<file path="src/rtl/freq_scan_uart_if.sv">
// Bus for freq_scan_uart: measured inputs, scan control, UART line and status.
// The master side (environment) drives sig_in/ch_mask/enable; the slave side
// (the meter) drives the UART line, status flags and FSM state for observation.
interface freq_scan_uart_if #(
    parameter int N_CH = 16
);
    logic [N_CH-1:0] sig_in;
    logic [N_CH-1:0] ch_mask;
    logic            enable;
    logic            uart_out;
    logic            busy;
    logic            frame_done;
    logic [7:0]      cur_ch;
    logic [2:0]      fsm_state;

    modport master (
        output sig_in, ch_mask, enable,
        input  uart_out, busy, frame_done, cur_ch, fsm_state
    );

    modport slave (
        input  sig_in, ch_mask, enable,
        output uart_out, busy, frame_done, cur_ch, fsm_state
    );
endinterface

</file>
<file path="src/rtl/freq_scan_uart.sv">
// freq_scan_uart: round-robin multi-channel frequency meter with UART reports.
// Each enabled channel is gated for GATE_CYC cycles, its rising edges counted
// (saturating), then a frame A5, ch, count (MSB first), XOR checksum is sent.
// Optional macro PARITY_EN: adds an even-parity bit per character (8E1);
// without it characters are 8N1.
module freq_scan_uart #(
    parameter int CLK_HZ    = 50000000,
    parameter int BAUD      = 9600,
    parameter int N_CH      = 16,
    parameter int GATE_CYC  = 12500000,
    parameter int CNT_BYTES = 2
) (
    input  logic             clk_in,
    input  logic             reset,
    freq_scan_uart_if.slave  bus
);
    localparam int BIT_CYC = CLK_HZ / BAUD;
    localparam int CNT_W   = 8 * CNT_BYTES;
    localparam int N_BYTES = 3 + CNT_BYTES;
`ifdef PARITY_EN
    localparam int CHAR_BITS = 11;
`else
    localparam int CHAR_BITS = 10;
`endif
    localparam int GW  = $clog2(GATE_CYC + 1);
    localparam int BW  = $clog2(BIT_CYC + 1);
    localparam int CHW = (N_CH > 1) ? $clog2(N_CH) : 1;
    localparam logic [7:0] SYNC_BYTE = 8'hA5;

    typedef enum logic [2:0] {
        IDLE   = 3'd0,
        SELECT = 3'd1,
        GATE   = 3'd2,
        LATCH  = 3'd3,
        SEND   = 3'd4,
        NEXT   = 3'd5
    } state_t;

    state_t state, state_next;

    logic [N_CH-1:0]  sync1, sync2, edge_q, rise;
    logic             rise_sel;
    logic [CNT_W-1:0] edge_cnt;
    logic [GW-1:0]    gate_cnt;
    logic [BW-1:0]    baud_cnt;
    logic [3:0]       bit_idx;
    logic [2:0]       byte_idx;
    logic [7:0]       frame [N_BYTES];
    logic [7:0]       cur_ch, sel_ch, csum;
    logic             sel_found;
    logic             uart_q, busy_q, frame_done_q;
    logic             gate_last, baud_last, char_last, byte_last, send_last;
    logic             run_ok, next_bit;
    int               idx;

    // Character bit i of data byte d: start, 8 data LSB first, [parity], stop.
    function automatic logic tx_bit(input logic [7:0] d, input logic [3:0] i);
        logic b;
        b = 1'b1;
        if (i == 4'd0)
            b = 1'b0;
        else if (i <= 4'd8)
            b = d[3'(i - 4'd1)];
`ifdef PARITY_EN
        else if (i == 4'd9)
            b = ^d;
`endif
        return b;
    endfunction

    // Two-flop synchroniser plus edge register over all channels; runs freely
    // so channel switches do not need to re-prime it.
    always_ff @(posedge clk_in) begin
        if (!reset) begin
            sync1  <= '0;
            sync2  <= '0;
            edge_q <= '0;
        end else begin
            sync1  <= bus.sig_in;
            sync2  <= sync1;
            edge_q <= sync2;
        end
    end

    assign rise     = sync2 & ~edge_q;
    assign rise_sel = rise[cur_ch[CHW-1:0]];

    // Find the first enabled channel at or above cur_ch, wrapping around.
    // Iterating from the farthest offset down lets the nearest one win.
    always_comb begin
        sel_found = 1'b0;
        sel_ch    = cur_ch;
        idx       = 0;
        for (int i = N_CH - 1; i >= 0; i--) begin
            idx = int'(cur_ch) + i;
            if (idx >= N_CH) idx = idx - N_CH;
            if (bus.ch_mask[idx]) begin
                sel_found = 1'b1;
                sel_ch    = 8'(idx);
            end
        end
    end

    // Checksum over sync byte, channel and count bytes.
    always_comb begin
        csum = SYNC_BYTE ^ cur_ch;
        for (int b = 0; b < CNT_BYTES; b++)
            csum = csum ^ edge_cnt[8*b +: 8];
    end

    assign gate_last = (gate_cnt == GW'(GATE_CYC - 1));
    assign baud_last = (baud_cnt == BW'(BIT_CYC - 1));
    assign char_last = (bit_idx == 4'(CHAR_BITS - 1));
    assign byte_last = (byte_idx == 3'(N_BYTES - 1));
    assign send_last = baud_last && char_last && byte_last;
    assign run_ok    = bus.enable && (|bus.ch_mask);
    assign next_bit  = tx_bit(frame[byte_idx], bit_idx + 4'd1);

    // FSM state register.
    always_ff @(posedge clk_in) begin
        if (!reset) state <= IDLE;
        else        state <= state_next;
    end

    // FSM next-state logic.
    always_comb begin
        state_next = state;
        case (state)
            IDLE:    if (run_ok) state_next = SELECT;
            SELECT:  state_next = sel_found ? GATE : IDLE;
            GATE:    if (gate_last) state_next = LATCH;
            LATCH:   state_next = SEND;
            SEND:    if (send_last) state_next = NEXT;
            NEXT:    state_next = run_ok ? SELECT : IDLE;
            default: state_next = IDLE;
        endcase
    end

    // Datapath: channel select, gate counting, frame build and UART shifting.
    always_ff @(posedge clk_in) begin
        if (!reset) begin
            cur_ch       <= '0;
            edge_cnt     <= '0;
            gate_cnt     <= '0;
            baud_cnt     <= '0;
            bit_idx      <= '0;
            byte_idx     <= '0;
            uart_q       <= 1'b1;
            busy_q       <= 1'b0;
            frame_done_q <= 1'b0;
            for (int b = 0; b < N_BYTES; b++) frame[b] <= '0;
        end else begin
            frame_done_q <= 1'b0;
            case (state)
                IDLE: busy_q <= 1'b0;
                SELECT: begin
                    if (sel_found) begin
                        cur_ch   <= sel_ch;
                        edge_cnt <= '0;
                        gate_cnt <= '0;
                        busy_q   <= 1'b1;
                    end else begin
                        busy_q   <= 1'b0;
                    end
                end
                GATE: begin
                    gate_cnt <= gate_cnt + 1'b1;
                    if (rise_sel && (edge_cnt != {CNT_W{1'b1}}))
                        edge_cnt <= edge_cnt + 1'b1;
                end
                LATCH: begin
                    frame[0] <= SYNC_BYTE;
                    frame[1] <= cur_ch;
                    for (int b = 0; b < CNT_BYTES; b++)
                        frame[2+b] <= edge_cnt[8*(CNT_BYTES-1-b) +: 8];
                    frame[N_BYTES-1] <= csum;
                    byte_idx <= '0;
                    bit_idx  <= '0;
                    baud_cnt <= '0;
                    uart_q   <= 1'b0;
                end
                SEND: begin
                    if (baud_last) begin
                        baud_cnt <= '0;
                        if (char_last) begin
                            if (byte_last) begin
                                uart_q       <= 1'b1;
                                frame_done_q <= 1'b1;
                            end else begin
                                byte_idx <= byte_idx + 1'b1;
                                bit_idx  <= '0;
                                uart_q   <= 1'b0;
                            end
                        end else begin
                            bit_idx <= bit_idx + 1'b1;
                            uart_q  <= next_bit;
                        end
                    end else begin
                        baud_cnt <= baud_cnt + 1'b1;
                    end
                end
                NEXT: begin
                    cur_ch <= (cur_ch == 8'(N_CH - 1)) ? 8'd0 : cur_ch + 8'd1;
                    if (!run_ok) busy_q <= 1'b0;
                end
                default: ;
            endcase
        end
    end

    assign bus.uart_out   = uart_q;
    assign bus.busy       = busy_q;
    assign bus.frame_done = frame_done_q;
    assign bus.cur_ch     = cur_ch;
    assign bus.fsm_state  = state;
endmodule

</file>
<file path="src/flat_wrapper.sv">
// flat-port wrapper written by rule: the top's interface ports become plain ports
module freq_scan_uart_flat 
#(
    parameter int CLK_HZ    = 50000000,
    parameter int BAUD      = 9600,
    parameter int N_CH      = 16,
    parameter int GATE_CYC  = 12500000,
    parameter int CNT_BYTES = 2
)
  (clk_in, reset, bus_sig_in, bus_ch_mask, bus_enable, bus_uart_out, bus_busy, bus_frame_done, bus_cur_ch, bus_fsm_state);
  freq_scan_uart_if #(.N_CH(N_CH)) bus_i ();
  input  logic clk_in;
  input  logic reset;
  input wire logic [$bits(bus_i.sig_in)-1:0] bus_sig_in;
  input wire logic [$bits(bus_i.ch_mask)-1:0] bus_ch_mask;
  input wire logic [$bits(bus_i.enable)-1:0] bus_enable;
  output wire logic [$bits(bus_i.uart_out)-1:0] bus_uart_out;
  output wire logic [$bits(bus_i.busy)-1:0] bus_busy;
  output wire logic [$bits(bus_i.frame_done)-1:0] bus_frame_done;
  output wire logic [$bits(bus_i.cur_ch)-1:0] bus_cur_ch;
  output wire logic [$bits(bus_i.fsm_state)-1:0] bus_fsm_state;
  assign bus_i.sig_in = bus_sig_in;
  assign bus_i.ch_mask = bus_ch_mask;
  assign bus_i.enable = bus_enable;
  assign bus_uart_out = bus_i.uart_out;
  assign bus_busy = bus_i.busy;
  assign bus_frame_done = bus_i.frame_done;
  assign bus_cur_ch = bus_i.cur_ch;
  assign bus_fsm_state = bus_i.fsm_state;
  freq_scan_uart #(.CLK_HZ(CLK_HZ), .BAUD(BAUD), .N_CH(N_CH), .GATE_CYC(GATE_CYC), .CNT_BYTES(CNT_BYTES)) u_core (.clk_in(clk_in), .reset(reset), .bus(bus_i));
endmodule
</file>
<file path="config.mk">
export PLATFORM = sky130hd
export DESIGN_NAME = freq_scan_uart_flat
export DESIGN_NICKNAME = d
export VERILOG_FILES = /design/src/rtl/freq_scan_uart_if.sv /design/src/rtl/freq_scan_uart.sv /design/src/flat_wrapper.sv
export SDC_FILE = /design/constraint.sdc
export NUM_CORES = 1
export LEC_CHECK = 0
export ABC_AREA = 1
export CORE_MARGIN = 1.5
export CORE_UTILIZATION = 60
export CTS_CLUSTER_DIAMETER = 120
export DETAILED_ROUTE_END_ITERATION = 10
export PLACE_DENSITY = 0.78
export SYNTH_ARGS = -nofsm -noshare
export SYNTH_HDL_FRONTEND = slang
export SYNTH_SLANG_ARGS = --single-unit
</file>
<file path="constraint.sdc">
create_clock -name clk_in -period 3.9 [get_ports clk_in]
set_input_delay 0.39 -clock clk_in [delete_from_list [all_inputs] [get_ports clk_in]]
set_output_delay 0.39 -clock clk_in [all_outputs]
set_load 0.01 [all_outputs]
</file>
Word-level counts from Yosys, hierarchy flattened
Memories as Yosys holds them, arrays and structs flattened. A register that Yosys moved wholly into a read port is not among the register bits.
Cells that the tools add are included.
{"block": "word_totals", "elab_cells": 283, "ff_bits": 122, "n_memories": 1, "out_inout_bits": 14, "input_bits": 35, "ramBits": 40}
{"memory": "u_core.frame", "depth": 5, "word_bits": 8, "rd": 1, "rd_clocked_by_memory_dff": 1, "wr": 5, "line_no": "freq_scan_uart.sv:48", "source": "logic [7:0] frame [N_BYTES];"}
{"block": "classes", "eq_ne": 22, "n_addsub": 38, "n_reduce_logical": 20, "n_lt_le_gt_ge": 35, "bitwise_logic": 10, "muxes": 144}
{"op": "32-bit by 6-bit < comparator with 1-bit output, second input constant", "n": 16}
{"op": "32-bit two-way mux", "n": 16}
{"op": "32-bit by 6-bit greater-or-equal comparator with 1-bit output, second input constant", "n": 15}
{"op": "32-bit by 6-bit subtractor with 32-bit output, second input constant", "n": 15}
{"op": "8-bit two-way mux", "n": 23}
{"op": "8-bit by 4-bit adder with 9-bit output, second input constant", "n": 8}
{"op": "1-bit binary-select mux with 4-bit select", "n": 17}
{"op": "1-bit two-way mux", "n": 62}
{"op": "24-bit one-hot mux with 2 select lines", "n": 1}
{"op": "8-bit by 3-bit adder with 9-bit output, second input constant", "n": 4}
{"op": "16-bit two-way mux", "n": 2}
{"op": "16-bit one-hot mux with 2 select lines", "n": 1}
{"op": "13-bit one-hot mux with 2 select lines", "n": 1}
{"op": "24-bit by 1-bit adder with 24-bit output, second input constant", "n": 1}
{"op": "24-bit equality test, second input constant", "n": 1}
{"op": "24-bit two-way mux", "n": 1}
{"op": "3-bit two-way mux", "n": 8}
{"op": "8-bit by 2-bit adder with 9-bit output, second input constant", "n": 2}
{"op": "3-bit one-hot mux with 6 select lines", "n": 1}
{"op": "17-bit by 1-bit != test with 1-bit output, second input constant", "n": 1}
{"op": "16-bit by 1-bit adder with 16-bit output, second input constant", "n": 1}
{"op": "16-bit AND", "n": 1}
{"op": "16-bit != test, second input constant", "n": 1}
{"op": "16-bit inverter", "n": 1}
{"op": "41 further kinds", "n": 69}

Longest topological paths before layout
{"block": "logic_depth", "word_depth": 24, "depth_mapped": 32, "mapped_depth_nobuf": 30}

Least setup slack after synthesis
No wires, ideal clock.
{"block": "synth_timing", "kind": "register -> register", "startpoint": "register u_core.cur_ch[2] (netlist: u_core.bus.cur_ch[2])", "endpoint": "register u_core.cur_ch[6] (netlist: u_core.bus.cur_ch[6])", "path_stages_with_launch": 29, "setup_slack_ps": 487, "setup_ps": 125, "required_ps": 3775, "t_arrival_ps": 3288, "path_buffers": 1, "synth_period_minus_slack_ps": 3413, "cell_sequence": "dfxtp_1 inv_2 clkbuf_1 ha_1 a21oi_4 o21ai_1 xor2_1 ha_1 nand2_1 nor2_1 nand3_1 nand3_1 nand3_1 nand2_1 nand2_1 nand2_1 nand2_1 nand2_1 nand2_1 nand2_1 nand2_1 nand2_1 nand2_1 nand2_1 nand2_1 nand2_1 nand2_1 nand2_1 a21oi_2"}
{"block": "synth_via", "elab_chain_cells": 24, "word_cells_on_any_way": 151, "classes_between": "add/sub: 32; order compare: 16; eq/ne: 3; mux: 99; reduce/logical: 1"}
{"element": "start, declared", "line_no": "freq_scan_uart.sv:49", "source": "logic [7:0] cur_ch, sel_ch, csum;"}
{"element": "start signal, assigned", "line_no": "freq_scan_uart.sv:158", "source": "cur_ch <= sel_ch;"}
{"element": "start signal, assigned", "line_no": "freq_scan_uart.sv:203", "source": "cur_ch <= (cur_ch == 8'(N_CH - 1)) ? 8'd0 : cur_ch + 8'd1;"}
{"element": "8-bit by 4-bit adder with 9-bit output", "line_no": "freq_scan_uart.sv:95", "source": "idx = int'(cur_ch) + i;"}
{"element": "32-bit by 6-bit subtractor with 32-bit output / 32-bit by 6-bit greater-or-equal comparator with 1-bit output (equally long branches)", "line_no": "freq_scan_uart.sv:96", "source": "if (idx >= N_CH) idx = idx - N_CH;"}
{"element": "32-bit two-way mux", "line_no": "freq_scan_uart.sv:96"}
{"element": "1-bit binary-select mux with 4-bit select", "line_no": "freq_scan_uart.sv:97", "source": "if (bus.ch_mask[idx]) begin"}
{"element": "1-bit two-way mux (implied by the code) (2 in a row)", "line_no": "freq_scan_uart.sv:97"}
{"element": "1-bit two-way mux (16 in a row)", "line_no": "freq_scan_uart.sv:97"}
{"element": "2-bit by 1-bit != test with 1-bit output (no line)"}
{"element": "3-bit AND reduction (no line)"}
Parallel ways exist; a longest one is shown, timed or not. The select of a mux whose other input is x is not followed.
A chain may end at the register's enable or synchronous reset.

Final worst setup path
{"block": "layout_timing", "startpoint": "register u_core.cur_ch[1] (netlist: u_core.bus.cur_ch[1])", "endpoint": "register u_core.cur_ch[5] (netlist: u_core.bus.cur_ch[5])"}
The elaborated chain is that of the path after synthesis.

==> out/metrics.yaml <==
grt_use_met2_pct: 57.87
ys_types: 58
critPathLaunchType: "flop"
yosysWarnings: 0
htreeDepth: 4
clk_pin_slew_ns: 0.08
power_density_mw_per_mm2: 784.3
peakVddDrop_mv: 0.4467
tightest_slew_ns: 0.9317
synth_top_family_by_area: "simple AND/OR/NAND/NOR gates"
clock_path_buffers: 2
drc: 0
power_frac_comb_pct: 65.8
status: "complete, no violations"
cellLeakagePower_nw: 6.084
drive_above_1_share_pct: 8.189
vias: 12570
whs_path_depth: 3
wl_mm: 36.58
antenna_cells: 0
cts_tree: "done"
grt_use_met1_pct: 46.88
fin_area_mm2: 0.01337
cp_cell_sequence: "inv_2 -> ha_1 -> inv_1 -> a21oi_1 -> xor2_1 -> inv_1 -> ha_1 -> nand3_1 -> o22ai_1 -> nor2_1 -> nand3_1 -> inv_1 -> o21ai_0 -> a21oi_1 -> nand2_1 -> nand2_1 -> nand2_1 -> nand2_1 -> nand2_1 -> nand2_1 -> nand2_1 -> a21oi_1"
fmax_mhz: 274.2
antenna_found_initial: 0
timing.hold.ws_ns: 0.3741
rsz0062_at_grt: "false"
async_reset_ff_share_pct: 0
seq_power_share_pct: 18.2
p_switching_mw: 5.580
synth_flop_cell: "dfxtp_1"
dieHeight_um: 143.3
ff2ff_path_depth: 22
gr-total-overflow: 0
dp_hpwl_mm: 27.52
clock_sinks: 158
synthToLayoutAreaGrowth_pct: 13.17
cts_root_buffer: "clkbuf_16"
dieArea_mm2: 0.02053
path_delay_family: "compound AO/OA/AOI/OAI gates"
drtIter0Drc: 1224
use_met3_pct: 5.631
ctsHoldBuffers: 0
avgSynthCellArea_um2: 6.478
required_ns: 4.27
start_util_pct: 60.88
intPower_mw: 4.903
via_per_inst: 5.792
ioPinCount: 49
clkPwrFrac_pct: 15.9
timing.critical_path.mode_cell: "nand2_1"
crit_fanout: 10
finalClockSkew_ns: 0.01831
synth_edf_count: 33
coreArea_mm2: 0.01940
grt_pass1_wl_mm: 57.17
synth_simple_gate_area_share_pct: 31.02
path_depth: 22
hp-class: "in -> reg"
maxCapViolations: 0
place_congestion: 1.029
hold_viol: 0
rows: 51
fillerInstances: 1773
synth_fa_ha_area_share_pct: 5.615
setup.worst_path.class: "reg -> reg"
synth_seq_area_share_pct: 29.58
fin_setup_tns_ns: 0
cp_data_arrival_time_ns: 4.01
fin_nets: 1980
post_cts_buffers: 0
detail-route-antenna-nets: 0
fin_crit_sh_pct: 93.51
synth_nets: 1911
dpl_cell_area_mm2: 0.01277
synth_xor_area_share_pct: 6.113
maxSlewViolCount: 0
synth_compound_area_share_pct: 16.65
grt_pass1_vias: 11120
grtUsageTotal_pct: 35.96
slew_headroom_pct: 37.82
first_pass_iters: 5
cts_buffers: 17
syn_inst: 1823
power.total_mw: 10.48
grt.busiest_layer: "met2"
finalSetupViolCount: 0
port_buffers: 48
clk-insertion-delay-late_ns: 0.44
detail_route.wl_per_cell_um: 16.86
crit_slowest_cell: "a21oi_1"
synthesis.area_mm2: 0.01181
grt_max_degree: 66
period_needed_ns: 3.647
synth-seq-cells: 158
die_w_um: 143.3
cp_num_buf_inv: 4
p_sw_share_pct: 53.23
synthMuxAreaShare_pct: 0
endpoint_kind: "flop"
max_stage_delay_ns: 0.48
[per-stage QoR]
step	instances	util, %	setup slack, ns
CTS	2170	68.87	0.2498
global route	2170	68.90	0.0008256
detailed placement	2138	65.83	0.2750
global placement	2138	65.83	0.2929
floorplan	1823	-	0.4873
finish	2170	68.90	0.2533
[cells in the mapped netlist (27+ instances only)]
library cell  instances  area, um2
ha_1                 53      663.1
nor2_1              169      634.4
a21oi_1             105      525.5
xor2_1               53      464.2
nand3_1             125      625.6
inv_2                27      101.4
edfxtp_1             33      991.0
inv_1               252      945.9
dfxtp_1             125       2502
o21ai_0             106      530.5
nand2_1             481       1805
[metal layers]
| layer | up-vias | wire, um |
|---|---|---|
| met5 | - | 0 |
| met4 | 0 | 1550 |
| met3 | 112 | 3345 |
| met2 | 664 | 16570 |
| met1 | 5716 | 15110 |
| li1 | 6076 | - |
[worst register-to-register path, cell delays in order, from the launching register on]
cell     delay, ns
dfxtp_2       0.39
inv_2         0.25
ha_1          0.26
inv_1         0.16
a21oi_1       0.48
xor2_1        0.34
inv_1         0.10
ha_1          0.20
nand3_1       0.08
o22ai_1       0.08
nor2_1        0.13
nand3_1       0.13
inv_1         0.12
o21ai_0       0.09
a21oi_1       0.14
nand2_1       0.07
nand2_1       0.10
nand2_1       0.09
nand2_1       0.07
nand2_1       0.05
nand2_1       0.06
nand2_1       0.05
a21oi_1       0.13
[area by class of cell]
| cell class | count | area (um2) | area share (%) |
|---|---|---|---|
| Sequential cell | 158 | 3496 | 26.16 |
| Tap cell | 265 | 331.6 | 2.481 |
| Clock inverter | 15 | 165.2 | 1.236 |
| Inverter | 282 | 1059 | 7.920 |
| Multi-Input combinational cell | 1333 | 7023 | 52.55 |
| Timing Repair Buffer | 100 | 865.8 | 6.478 |
| Clock buffer | 17 | 425.4 | 3.183 |
[what timing repair did]
action,CTS,global route
hold endpoints to repair,0,0
setup endpoints to repair,0,3
gates resized for setup,0,4
[power by group through the flow]
stage                     logic (mW)  registers (mW)  clock network [mW]
after global routing            7.57            1.92                1.75
after CTS                       6.67            1.90                1.69
after global placement          6.62            1.94                   0
after floorplan                 4.69            1.91                   0
after detailed placement        6.61            1.94                   0
final                           6.90            1.91                1.67
[cells in the final DEF, fill, tap and decap left out, types with 47 or more instances in the layout]
cell | synthesis | final
a21oi_1 | 105 | 105
buf_4 | 3 | 52
clkdlybuf4s50_1 | 0 | 47
dfxtp_1 | 125 | 123
ha_1 | 53 | 52
inv_1 | 252 | 252
nand2_1 | 481 | 481
nand3_1 | 125 | 125
nor2_1 | 169 | 169
o21ai_0 | 106 | 105
xor2_1 | 53 | 53
[cells by family (layout without fill, tap and decap cells)]
logic type / Yosys count / after routing
simple gates: 867 / 867
buf+inv: 332 / 414
xor+xnor: 79 / 79
compound gates: 334 / 334
fa+ha+maj: 53 / 53
flops: 158 / 158
[state kept, by name, indices dropped and copies added, names as in the netlist, named ones only]
register,flops
u_core.gate_cnt,24
u_core.frame,33
u_core.bus.cur_ch,8
u_core.sync1,16
u_core.bus.busy,1
u_core.edge_cnt,16
u_core.bit_idx,4
u_core.bus.uart_out,1
u_core.sync2,16
u_core.bus.fsm_state,3
u_core.baud_cnt,13
u_core.bus.frame_done,1
u_core.edge_q,16
u_core.byte_idx,3
[path summary, 6_finish.rpt]
check	end	slack, ns	start
max reg2reg	u_core.bus.cur_ch[5]	0.25	u_core.bus.cur_ch[1]
max	u_core.bus.cur_ch[5]	0.25	u_core.bus.cur_ch[1]
min	u_core.frame[0][5]	0.37	reset
min reg2reg	u_core.sync2[5]	0.41	u_core.sync1[5]
Power figures use the tool's default switching activity.
